[src/rtl/softex_tcdm_splitter.sv]
// ============================================================================
// softex_tcdm_splitter : splits one wide TCDM request into MP narrow bank
//                        requests and reassembles the narrow read responses.
// Revision: 1.0
// ============================================================================
`default_nettype none

module softex_tcdm_splitter #(
    parameter int unsigned MP         = 4,
    parameter int unsigned RESP_DEPTH = 2,
    parameter int unsigned ROW_BYTES  = 8,
    parameter int unsigned IW         = 8
) (
    input  logic             clk_i,
    input  logic             rst_ni,
    input  logic             in_req_i,
    output logic             in_gnt_o,
    input  logic [31:0]      in_add_i,
    input  logic             in_wen_i,
    input  logic [MP*8-1:0]  in_be_i,
    input  logic [MP*64-1:0] in_data_i,
    input  logic [IW-1:0]    in_id_i,
    output logic             in_r_valid_o,
    input  logic             in_r_ready_i,
    output logic [MP*64-1:0] in_r_data_o,
    output logic [IW-1:0]    in_r_id_o,
    output logic [MP-1:0]    tcdm_req_o,
    input  logic [MP-1:0]    tcdm_gnt_i,
    output logic [MP*32-1:0] tcdm_add_o,
    output logic [MP-1:0]    tcdm_wen_o,
    output logic [MP*8-1:0]  tcdm_be_o,
    output logic [MP*64-1:0] tcdm_data_o,
    input  logic [MP-1:0]    tcdm_r_valid_i,
    input  logic [MP*64-1:0] tcdm_r_data_i
);

    localparam int unsigned CW = $clog2(RESP_DEPTH + 1);
    localparam int unsigned PW = (RESP_DEPTH > 1) ? $clog2(RESP_DEPTH) : 1;

    function automatic logic [PW-1:0] ptr_inc(input logic [PW-1:0] p);
        return (p == PW'(RESP_DEPTH - 1)) ? '0 : p + PW'(1);
    endfunction

    logic [MP-1:0] granted_q, granted_d;
    logic [CW-1:0] cnt_q, cnt_d;
    logic [MP-1:0] req_gnt;
    logic          allow;
    logic          cnt_inc;
    logic          rsp_pop;
    logic [MP-1:0] fifo_nempty;
    logic          id_nempty;

    // Credit only gates the first port of a read; a partly granted read must finish.
    assign allow   = ~in_wen_i | (granted_q != '0) | (cnt_q < CW'(RESP_DEPTH));
    assign req_gnt = tcdm_req_o & tcdm_gnt_i;
    assign in_gnt_o = in_req_i & allow & (&(granted_q | req_gnt));
    assign cnt_inc = (granted_q == '0) & in_wen_i & (|req_gnt);
    assign rsp_pop = in_r_valid_o & in_r_ready_i;

    // Narrow side fields are forced to zero while no wide request is pending.
    for (genvar i = 0; i < MP; i++) begin : g_req
        assign tcdm_req_o[i]           = in_req_i & ~granted_q[i] & allow;
        assign tcdm_add_o[i*32 +: 32]  = in_req_i ? (in_add_i + 32'(i * ROW_BYTES)) : '0;
        assign tcdm_wen_o[i]           = in_req_i & in_wen_i;
        assign tcdm_be_o[i*8 +: 8]     = in_req_i ? in_be_i[i*8 +: 8] : '0;
        assign tcdm_data_o[i*64 +: 64] = in_req_i ? in_data_i[i*64 +: 64] : '0;
    end

    always_comb begin
        granted_d = in_gnt_o ? '0 : (granted_q | req_gnt);
        cnt_d     = cnt_q;
        if (cnt_inc && !rsp_pop) begin
            cnt_d = cnt_q + CW'(1);
        end else if (!cnt_inc && rsp_pop) begin
            cnt_d = cnt_q - CW'(1);
        end
    end

    always_ff @(posedge clk_i or negedge rst_ni) begin
        if (!rst_ni) begin
            granted_q <= '0;
            cnt_q     <= '0;
        end else begin
            granted_q <= granted_d;
            cnt_q     <= cnt_d;
        end
    end

    for (genvar i = 0; i < MP; i++) begin : g_rsp_fifo
        logic [63:0]   mem_q [RESP_DEPTH];
        logic [63:0]   mem_d [RESP_DEPTH];
        logic [PW-1:0] wptr_q, wptr_d, rptr_q, rptr_d;
        logic [CW-1:0] fill_q, fill_d;
        logic          push;

        assign push = tcdm_r_valid_i[i];

        always_comb begin
            mem_d  = mem_q;
            wptr_d = wptr_q;
            rptr_d = rptr_q;
            fill_d = fill_q;
            if (push) begin
                mem_d[wptr_q] = tcdm_r_data_i[i*64 +: 64];
                wptr_d        = ptr_inc(wptr_q);
            end
            if (rsp_pop) begin
                rptr_d = ptr_inc(rptr_q);
            end
            if (push && !rsp_pop) begin
                fill_d = fill_q + CW'(1);
            end else if (!push && rsp_pop) begin
                fill_d = fill_q - CW'(1);
            end
        end

        always_ff @(posedge clk_i or negedge rst_ni) begin
            if (!rst_ni) begin
                for (int k = 0; k < RESP_DEPTH; k++) begin
                    mem_q[k] <= '0;
                end
                wptr_q <= '0;
                rptr_q <= '0;
                fill_q <= '0;
            end else begin
                mem_q  <= mem_d;
                wptr_q <= wptr_d;
                rptr_q <= rptr_d;
                fill_q <= fill_d;
            end
        end

        assign fifo_nempty[i]          = (fill_q != '0);
        assign in_r_data_o[i*64 +: 64] = mem_q[rptr_q];

`ifndef SYNTHESIS
        always_ff @(posedge clk_i) begin
            if (rst_ni) begin
                assert (!(push && (fill_q == CW'(RESP_DEPTH)) && !rsp_pop))
                    else $error("response fifo %0d overflow", i);
            end
        end
`endif
    end

    logic [IW-1:0] id_mem_q [RESP_DEPTH];
    logic [IW-1:0] id_mem_d [RESP_DEPTH];
    logic [PW-1:0] id_wptr_q, id_wptr_d, id_rptr_q, id_rptr_d;
    logic [CW-1:0] id_fill_q, id_fill_d;
    logic          id_push;

    assign id_push = in_gnt_o & in_wen_i;

    always_comb begin
        id_mem_d  = id_mem_q;
        id_wptr_d = id_wptr_q;
        id_rptr_d = id_rptr_q;
        id_fill_d = id_fill_q;
        if (id_push) begin
            id_mem_d[id_wptr_q] = in_id_i;
            id_wptr_d           = ptr_inc(id_wptr_q);
        end
        if (rsp_pop) begin
            id_rptr_d = ptr_inc(id_rptr_q);
        end
        if (id_push && !rsp_pop) begin
            id_fill_d = id_fill_q + CW'(1);
        end else if (!id_push && rsp_pop) begin
            id_fill_d = id_fill_q - CW'(1);
        end
    end

    always_ff @(posedge clk_i or negedge rst_ni) begin
        if (!rst_ni) begin
            for (int k = 0; k < RESP_DEPTH; k++) begin
                id_mem_q[k] <= '0;
            end
            id_wptr_q <= '0;
            id_rptr_q <= '0;
            id_fill_q <= '0;
        end else begin
            id_mem_q  <= id_mem_d;
            id_wptr_q <= id_wptr_d;
            id_rptr_q <= id_rptr_d;
            id_fill_q <= id_fill_d;
        end
    end

    assign id_nempty    = (id_fill_q != '0);
    assign in_r_id_o    = id_mem_q[id_rptr_q];
    assign in_r_valid_o = (&fifo_nempty) & id_nempty;

`ifndef SYNTHESIS
    always_ff @(posedge clk_i) begin
        if (rst_ni) begin
            assert (!(id_push && (id_fill_q == CW'(RESP_DEPTH)) && !rsp_pop))
                else $error("id fifo overflow");
        end
    end
`endif

endmodule

`default_nettype wire

[config.mk]
export PLATFORM = sky130hd
export DESIGN_NAME = softex_tcdm_splitter
export DESIGN_NICKNAME = d
export VERILOG_FILES = /design/src/rtl/softex_tcdm_splitter.sv
export SDC_FILE = /design/constraint.sdc
export NUM_CORES = 1
export LEC_CHECK = 0
export BUFFER_PORTS_ARGS = -buffer_cell sky130_fd_sc_hd__buf_2
export CAP_MARGIN = 20
export CORE_AREA = 2 2 508 510
export CTS_BUF_LIST = sky130_fd_sc_hd__clkbuf_4
export CTS_CLUSTER_DIAMETER = 120
export CTS_CLUSTER_SIZE = 24
export DETAILED_ROUTE_END_ITERATION = 8
export DIE_AREA = 0 0 510 512
export GPL_TIMING_DRIVEN = 0
export PLACE_DENSITY = 0.35
export SLEW_MARGIN = 10
export SYNTH_ARGS = -nofsm -noshare
export SYNTH_HDL_FRONTEND = slang
export SYNTH_SLANG_ARGS = --single-unit
[constraint.sdc]
create_clock -name clk_i -period 6.15 [get_ports clk_i]
set_input_delay 1.23 -clock clk_i [delete_from_list [all_inputs] [get_ports clk_i]]
set_output_delay 1.23 -clock clk_i [all_outputs]
set_load 0.01 [all_outputs]
==> results of run 1 <==
## report_power, final
group	internal (mW)	total, mW	switching, mW
sequential	5.47	6.34	0.868
clock	0.332	1.74	1.40
combinational	4.25	9.03	4.79
total	10.0	17.1	7.06
## cells by family after synthesis
group | Yosys count | share of synthesized area, %
flops | 554 | 49.6
simple gates | 531 | 11.3
xor+xnor | 63 | 1.97
buf+inv | 179 | 2.83
mux | 817 | 32.8
fa+ha+maj | 10 | 0.448
compound gates | 52 | 1.03
## per-layer routing
| metal | vias to the layer above | track usage, % | wire, µm |
|---|---|---|---|
| li1 | 10300 | - | - |
| met1 | 12100 | 17.1 | 79600 |
| met4 | 120 | 5.85 | 9390 |
| met5 | - | 0 | 756 |
| met3 | 333 | 4.87 | 15900 |
| met2 | 1078 | 25.2 | 95900 |
## critical path: stages
cell,delay [ns]
buf_2,0.17
buf_1,0.77
clkbuf_2,0.60
nand2_1,0.21
mux2i_1,0.96
buf_2,0.29
## cell type report
type / instances / area, µm²
timing repair buffer: 1285 / 6580
inverter: 16 / 62.6
tap: 3384 / 4230
sequential: 554 / 13900
clock inverter: 16 / 191
multi-input combinational: 1473 / 13300
buffer: 163 / 732
fill: 29000 / 216000
clock buffer: 35 / 263
antenna: 44 / 110
## through the flow
step | hold WS (ns) | power, mW | instance area (µm²) | util, %
after CTS | 0.198 | 17.6 | 39200 | 15.3
after global routing | 0.253 | 18.3 | 39300 | 15.4
after global placement | 0.459 | 15.6 | 38600 | 15.1
after detailed placement | 0.456 | 15.7 | 38800 | 15.2
after floorplan | 0.434 | 11.4 | 27900 | -
final | 0.432 | 17.1 | 39300 | 15.4
## cells in the final DEF, fill, tap and decap left out, types with 3 or more instances in the layout
cell type,n
inv_8,4
or4_1,3
nand4_1,19
clkbuf_4,35
xor2_1,35
buf_16,6
nand2b_1,11
mux2_2,792
nand3_1,16
or3_1,14
buf_4,15
dfrtp_1,554
nor2_1,60
xnor2_1,28
clkbuf_1,124
a31oi_1,3
clkinv_2,3
a21oi_1,21
and3_1,5
nor2b_1,8
and2_1,313
o22ai_1,4
nor4_2,3
o21ai_0,16
nand2_1,34
diode_2,44
ha_1,10
nor4_1,12
nand4_2,4
mux2i_1,25
buf_2,1293
inv_1,15
nor3_1,13
and4_1,3
o31ai_1,7
## flip-flops by register name (all words and copies together) (netlist names)
name,cells
cnt_q,2
g_rsp_fifo.fill_q,8
g_rsp_fifo.mem_q,512
g_rsp_fifo.rptr_q,4
g_rsp_fifo.wptr_q,4
granted_q,4
id_fill_q,2
id_mem_q,16
id_rptr_q,1
id_wptr_q,1
## how the worst min path moves through the flow
stage                                   startpoint                             endpoint  slack, ns
after floorplan               cnt_q[1]$_DFFE_PN0P_                 cnt_q[1]$_DFFE_PN0P_       0.43
after global placement    id_fill_q[1]$_DFFE_PN0P_             id_fill_q[1]$_DFFE_PN0P_       0.46
after detailed placement      cnt_q[1]$_DFFE_PN0P_                 cnt_q[1]$_DFFE_PN0P_       0.46
after CTS                       tcdm_r_data_i[142]  g_rsp_fifo[2].mem_q[14]$_DFFE_PN0P_       0.20
after global routing            tcdm_r_data_i[136]   g_rsp_fifo[2].mem_q[8]$_DFFE_PN0P_       0.25
final                           tcdm_r_data_i[225]  g_rsp_fifo[3].mem_q[97]$_DFFE_PN0P_       0.43
==> metrics.txt, run 1 <==
clock-pin slew reported for the worst setup and hold paths after clock tree synthesis 0.28 ns; setup repair after global routing missed its margin false; post-route setup TNS 0 ns; clock tree from TritonCTS done; Final Non-Filler Cells 6970; clock sinks 554; cell area power density 435 mW/mm²; DRC errors left 0; ratio of routed vias to standard cells 3.43; Worst Reg-to-Reg Cells 9; maximum ir drop on the vdd rail 200 µV; total number of H-tree levels 2; leakage power summed over all cells 17.5 nW; largest driver fanout on the critical path 10; last element of the critical path tcdm_add_o[120]; min-delay worst type in -> reg; Arrival @ worst endpoint 4.29 ns; Horiz. Die Dim roughly 510 µm; startpoint kind of the worst setup timing path primary input; post-CTS setup-driven buffer insertion count 0; critical path type in -> out; placeable core area 0.256 mm²; gate count of the mapped netlist ~2200; number of placed I/O pins 1287; EDFF count, synth 0; Syn Std Cell Area 0.0279 mm²; synth cell count leaders mux2_2, dfrtp_1, and2_1; kind of end point of the critical path output pin; GR Overflow Total 0; launch instance of the worst register-to-register path g_rsp_fifo[3].fill_q[0]$_DFFE_PN0P_; ratio of cells with drive above 1 in the final layout 61.5%; synth top area cells dfrtp_1, mux2_2, and2_1; worst clock skew 0.113 ns; worst endpoint required time 4.92 ns; clock latency on the worst-skew pair between 0.9 and 1 ns; pin count of the biggest net entering global routing 102; Cells after DPL 6874; proportion of synthesized chip area in sequential cells ~50%; number of warnings issued by yosys 0; Unique masters post-synth 45; critical path startpoint in_req_i; global-route wire length before repair between 200000 and 300000 µm; maximum clock frequency roughly 180 MHz; slew of the pin with the lowest slew margin 1.19 ns; top cell type by total area after synthesis dfrtp_1; Clock Path Buffers 3; primary flip-flop cell chosen by synthesis mapping dfrtp_1; half-perimeter wire length after placement around 170000 µm; worst hold path stage count 2; Post-Syn Area per Cell about 13 µm²; overall via count from detail_route 23900; shortest clock period the worst path allows after layout 5.52 ns; Total Die Area 0.261 mm²; setup ws final 0.626 ns; initial drt markers 1175; number of pins exceeding their max-slew limit in the final report 0; Resize count post-CTS 0; number of buffers created by CTS 34; buffer cell driving the clock tree root clkbuf_4; MaxCap Viol Count 0; synth-to-layout area growth 40.8%; Initial Util around 11%; number of cell rows 186; flop2flop setup slack roughly 3 ns; routed len/inst 28.9 µm; flip-flop and latch count after synthesis 554; vias in the first global route 24800; global-route usage over all layers 14.9%; post-synthesis net count around 2800; Setup Slack @ Placement 0.585 ns; height of the die 512 µm; global placement routability congestion 0.958; ANT nets after route 0; total iterations of the first detailed-routing run 5; ys async rst share 100%; Final #Nets between 4000 and 5000; hold buffer count at CTS 1; end of the worst register-to-register path id_fill_q[1]$_DFFE_PN0P_; crit share post-route approximately 90%; count of port buffers added during placement 1278; antenna violations before repair 145; total setup violations reported at the end of the flow 0; WL final between 200000 and 250000 µm; status finished, final reports clean; relative slew slack 18.3%; fraction of synthesized cell area taken by the top area cell type 49.6%; final hold violations 0; most numerous cell in the Yosys netlist mux2_2
(Power assumes the default switching activity.)
==> run 2: changes to the inputs <==
--- a/config.mk
+++ b/config.mk
@@ -14,7 +14,7 @@
 export DETAILED_ROUTE_END_ITERATION = 8
 export DIE_AREA = 0 0 510 512
 export GPL_TIMING_DRIVEN = 0
-export PLACE_DENSITY = 0.35
+export PLACE_DENSITY_LB_ADDON = 0.05
 export SLEW_MARGIN = 10
 export SYNTH_ARGS = -nofsm -noshare
 export SYNTH_HDL_FRONTEND = slang
==> run 2 against run 1 <==
Compared with the run above: sequential power is essentially flat; cell count grew 0.39%; clock power grew 16%; fmax grew 1.8%; routed wire length grew 2.3%; register-to-register slack gained 0.22 ns; critical path type unchanged; die area is the same; first-iteration DRC count shrank 18%; clock-buffer cell count grew 5; largest cell class unchanged; final area grew 0.51%.
==> metrics.txt, run 2 (synthesized netlist as in run 1, its figures left out) <==
Resize count post-CTS 0; largest reg by FF count g_rsp_fifo.mem_q; cell area power density 443 mW/mm²; min-delay worst type in -> reg; clock latency on the worst-skew pair 1.02 ns; antenna violations before repair 162; ratio of cells with drive above 1 in the final layout 61.6%; overall via count from detail_route 23600; DRC errors left 0; leakage power summed over all cells 17.6 nW; highest-count cells in the layout ignoring fill and taps buf_2, mux2_2, dfrtp_1, and2_1, clkbuf_1; critical path type in -> out; flop2flop setup slack 3.22 ns; launch instance of the worst register-to-register path id_fill_q[0]$_DFFE_PN0P_; most common cell after layout, fill and taps aside buf_2; Initial Util between 10% and 20%; number of pins exceeding their max-slew limit in the final report 0; slew of the pin with the lowest slew margin 1.04 ns; initial drt markers slightly below 1000; total power consumption of the routed design 17.5 mW; startpoint kind of the worst setup timing path primary input; clock-pin slew reported for the worst setup and hold paths after clock tree synthesis ~0.30 ns; Setup Slack @ Placement ~0.65 ns; Total Die Area 0.261 mm²; routed len/inst between 20 and 30 µm; Horiz. Die Dim between 500 and 600 µm; global placement routability congestion around 0.94; clock sinks about 550; pin count of the biggest net entering global routing 86; number of buffers created by CTS 36; startpoint of the lowest-slack hold path tcdm_r_data_i[131]; GR met1 Demand/Resource 18.4%; MaxCap Viol Count 0; clock tree from TritonCTS done; Global Route met3 Usage roughly 5.5%; total setup violations reported at the end of the flow 0; Final #Nets 4138; largest registers g_rsp_fifo.mem_q (512), id_mem_q (16), g_rsp_fifo.fill_q (8); total number of H-tree levels 2; Arrival @ worst endpoint approximately 4.2 ns; ratio of routed vias to standard cells between 3 and 4; Clock Path Buffers 3; setup ws final 0.723 ns; synth-to-layout area growth 41.5%; vias in the first global route around 25000; placeable core area around 0.26 mm²; maximum clock frequency 184 MHz; global-route usage over all layers between 15 and 20%; shortest clock period the worst path allows after layout about 5.4 ns; sink of the worst hold path g_rsp_fifo[2].mem_q[67]$_DFFE_PN0P_; height of the die 512 µm; number of placed I/O pins 1287; worst hold path stage count 2; largest driver fanout on the critical path 10; worst clock skew 0.0934 ns; setup repair after global routing missed its margin false; Worst Reg-to-Reg Cells 10; maximum ir drop on the vdd rail ~160 µV; total iterations of the first detailed-routing run 5; number of flip-flops in the largest register 512; hold buffer count at CTS 1; worst endpoint required time between 4 and 5 ns; GRT Max-Usage Layer met2; half-perimeter wire length after placement 176000 µm; ANT nets after route 0; met2 Usage GRT ~25%; GR Overflow Total 0; count of port buffers added during placement 1278; relative slew slack 30.8%; global-route wire length before repair 266000 µm; kind of end point of the critical path output pin; number of cell rows around 190; buffer cell driving the clock tree root clkbuf_4; final hold violations 0; end of the worst register-to-register path id_fill_q[1]$_DFFE_PN0P_; WL final 206000 µm; crit share post-route 88.2%; status finished, final reports clean; post-CTS setup-driven buffer insertion count 0
run 2: cell types whose count changed in the layout (fill, tap and decap cells not counted), moves of 2 or more:
cell       delta
inv_6         +7
clkbuf_4      +5
clkinv_4      +3
clkbuf_2      -2
bufinv_16     +3
clkbuf_1      +2
clkinv_16     -2
diode_2      +12
run 2: how the worst max path moves through the flow:
stage / to / slack [ns] / startpoint / cells after the start
after floorplan: tcdm_add_o[118] / 2.21 / in_add_i[4] / 6
after global placement: g_rsp_fifo[1].mem_q[20]$_DFFE_PN0P_ / -11.40 / rst_ni / 1
after detailed placement: tcdm_data_o[163] / 0.65 / in_req_i / 6
after CTS: tcdm_data_o[163] / 0.64 / in_req_i / 6
after global routing: tcdm_data_o[163] / 0.41 / in_req_i / 6
final: tcdm_data_o[163] / 0.72 / in_req_i / 6
run 2: layer usage:
layer | wire length (µm) | vias to the layer above
li1 | - | 10300
met1 | 85000 | 11900
met2 | 96700 | 965
met3 | 17800 | 306
met4 | 5920 | 136
met5 | 849 | -
run 2: final cells by class:
| cell class | count | area [µm²] |
|---|---|---|
| Fill cell | 28900 | 216000 |
| Sequential cell | 554 | 13900 |
| Multi-Input combinational cell | 1473 | 13300 |
| Timing Repair Buffer | 1287 | 6620 |
| Tap cell | 3384 | 4230 |
| Buffer | 163 | 729 |
| Clock buffer | 40 | 300 |
| Clock inverter | 24 | 285 |
| Antenna cell | 56 | 140 |
| Inverter | 16 | 62.6 |
run 2: critical path, cell delays in order:
cell	delay (ns)
buf_2	0.22
buf_1	0.80
clkbuf_1	0.62
clkbuf_1	0.33
and2_1	0.68
buf_2	0.26
run 2: power by group:
part	total [mW]	internal (mW)	switching (mW)	leakage (nW)
combinational	9.12	4.25	4.86	10.8
clock	2.02	0.499	1.52	0.321
sequential	6.35	5.47	0.885	6.49
run 2: per-stage QoR:
stage | std cells | hold WS, ns | cell area [µm²] | TNS, ns | util [%]
final | 6997 | 0.403 | 39500 | 0 | 15.5
after global routing | 6965 | 0.202 | 39500 | 0 | 15.4
after CTS | 6941 | 0.152 | 39400 | 0 | 15.4
after detailed placement | 6876 | 0.457 | 38800 | 0 | 15.2
after global placement | 6868 | 0.459 | 38600 | -6109.87 | 15.1
after floorplan | 2206 | 0.434 | 27900 | 0 | -
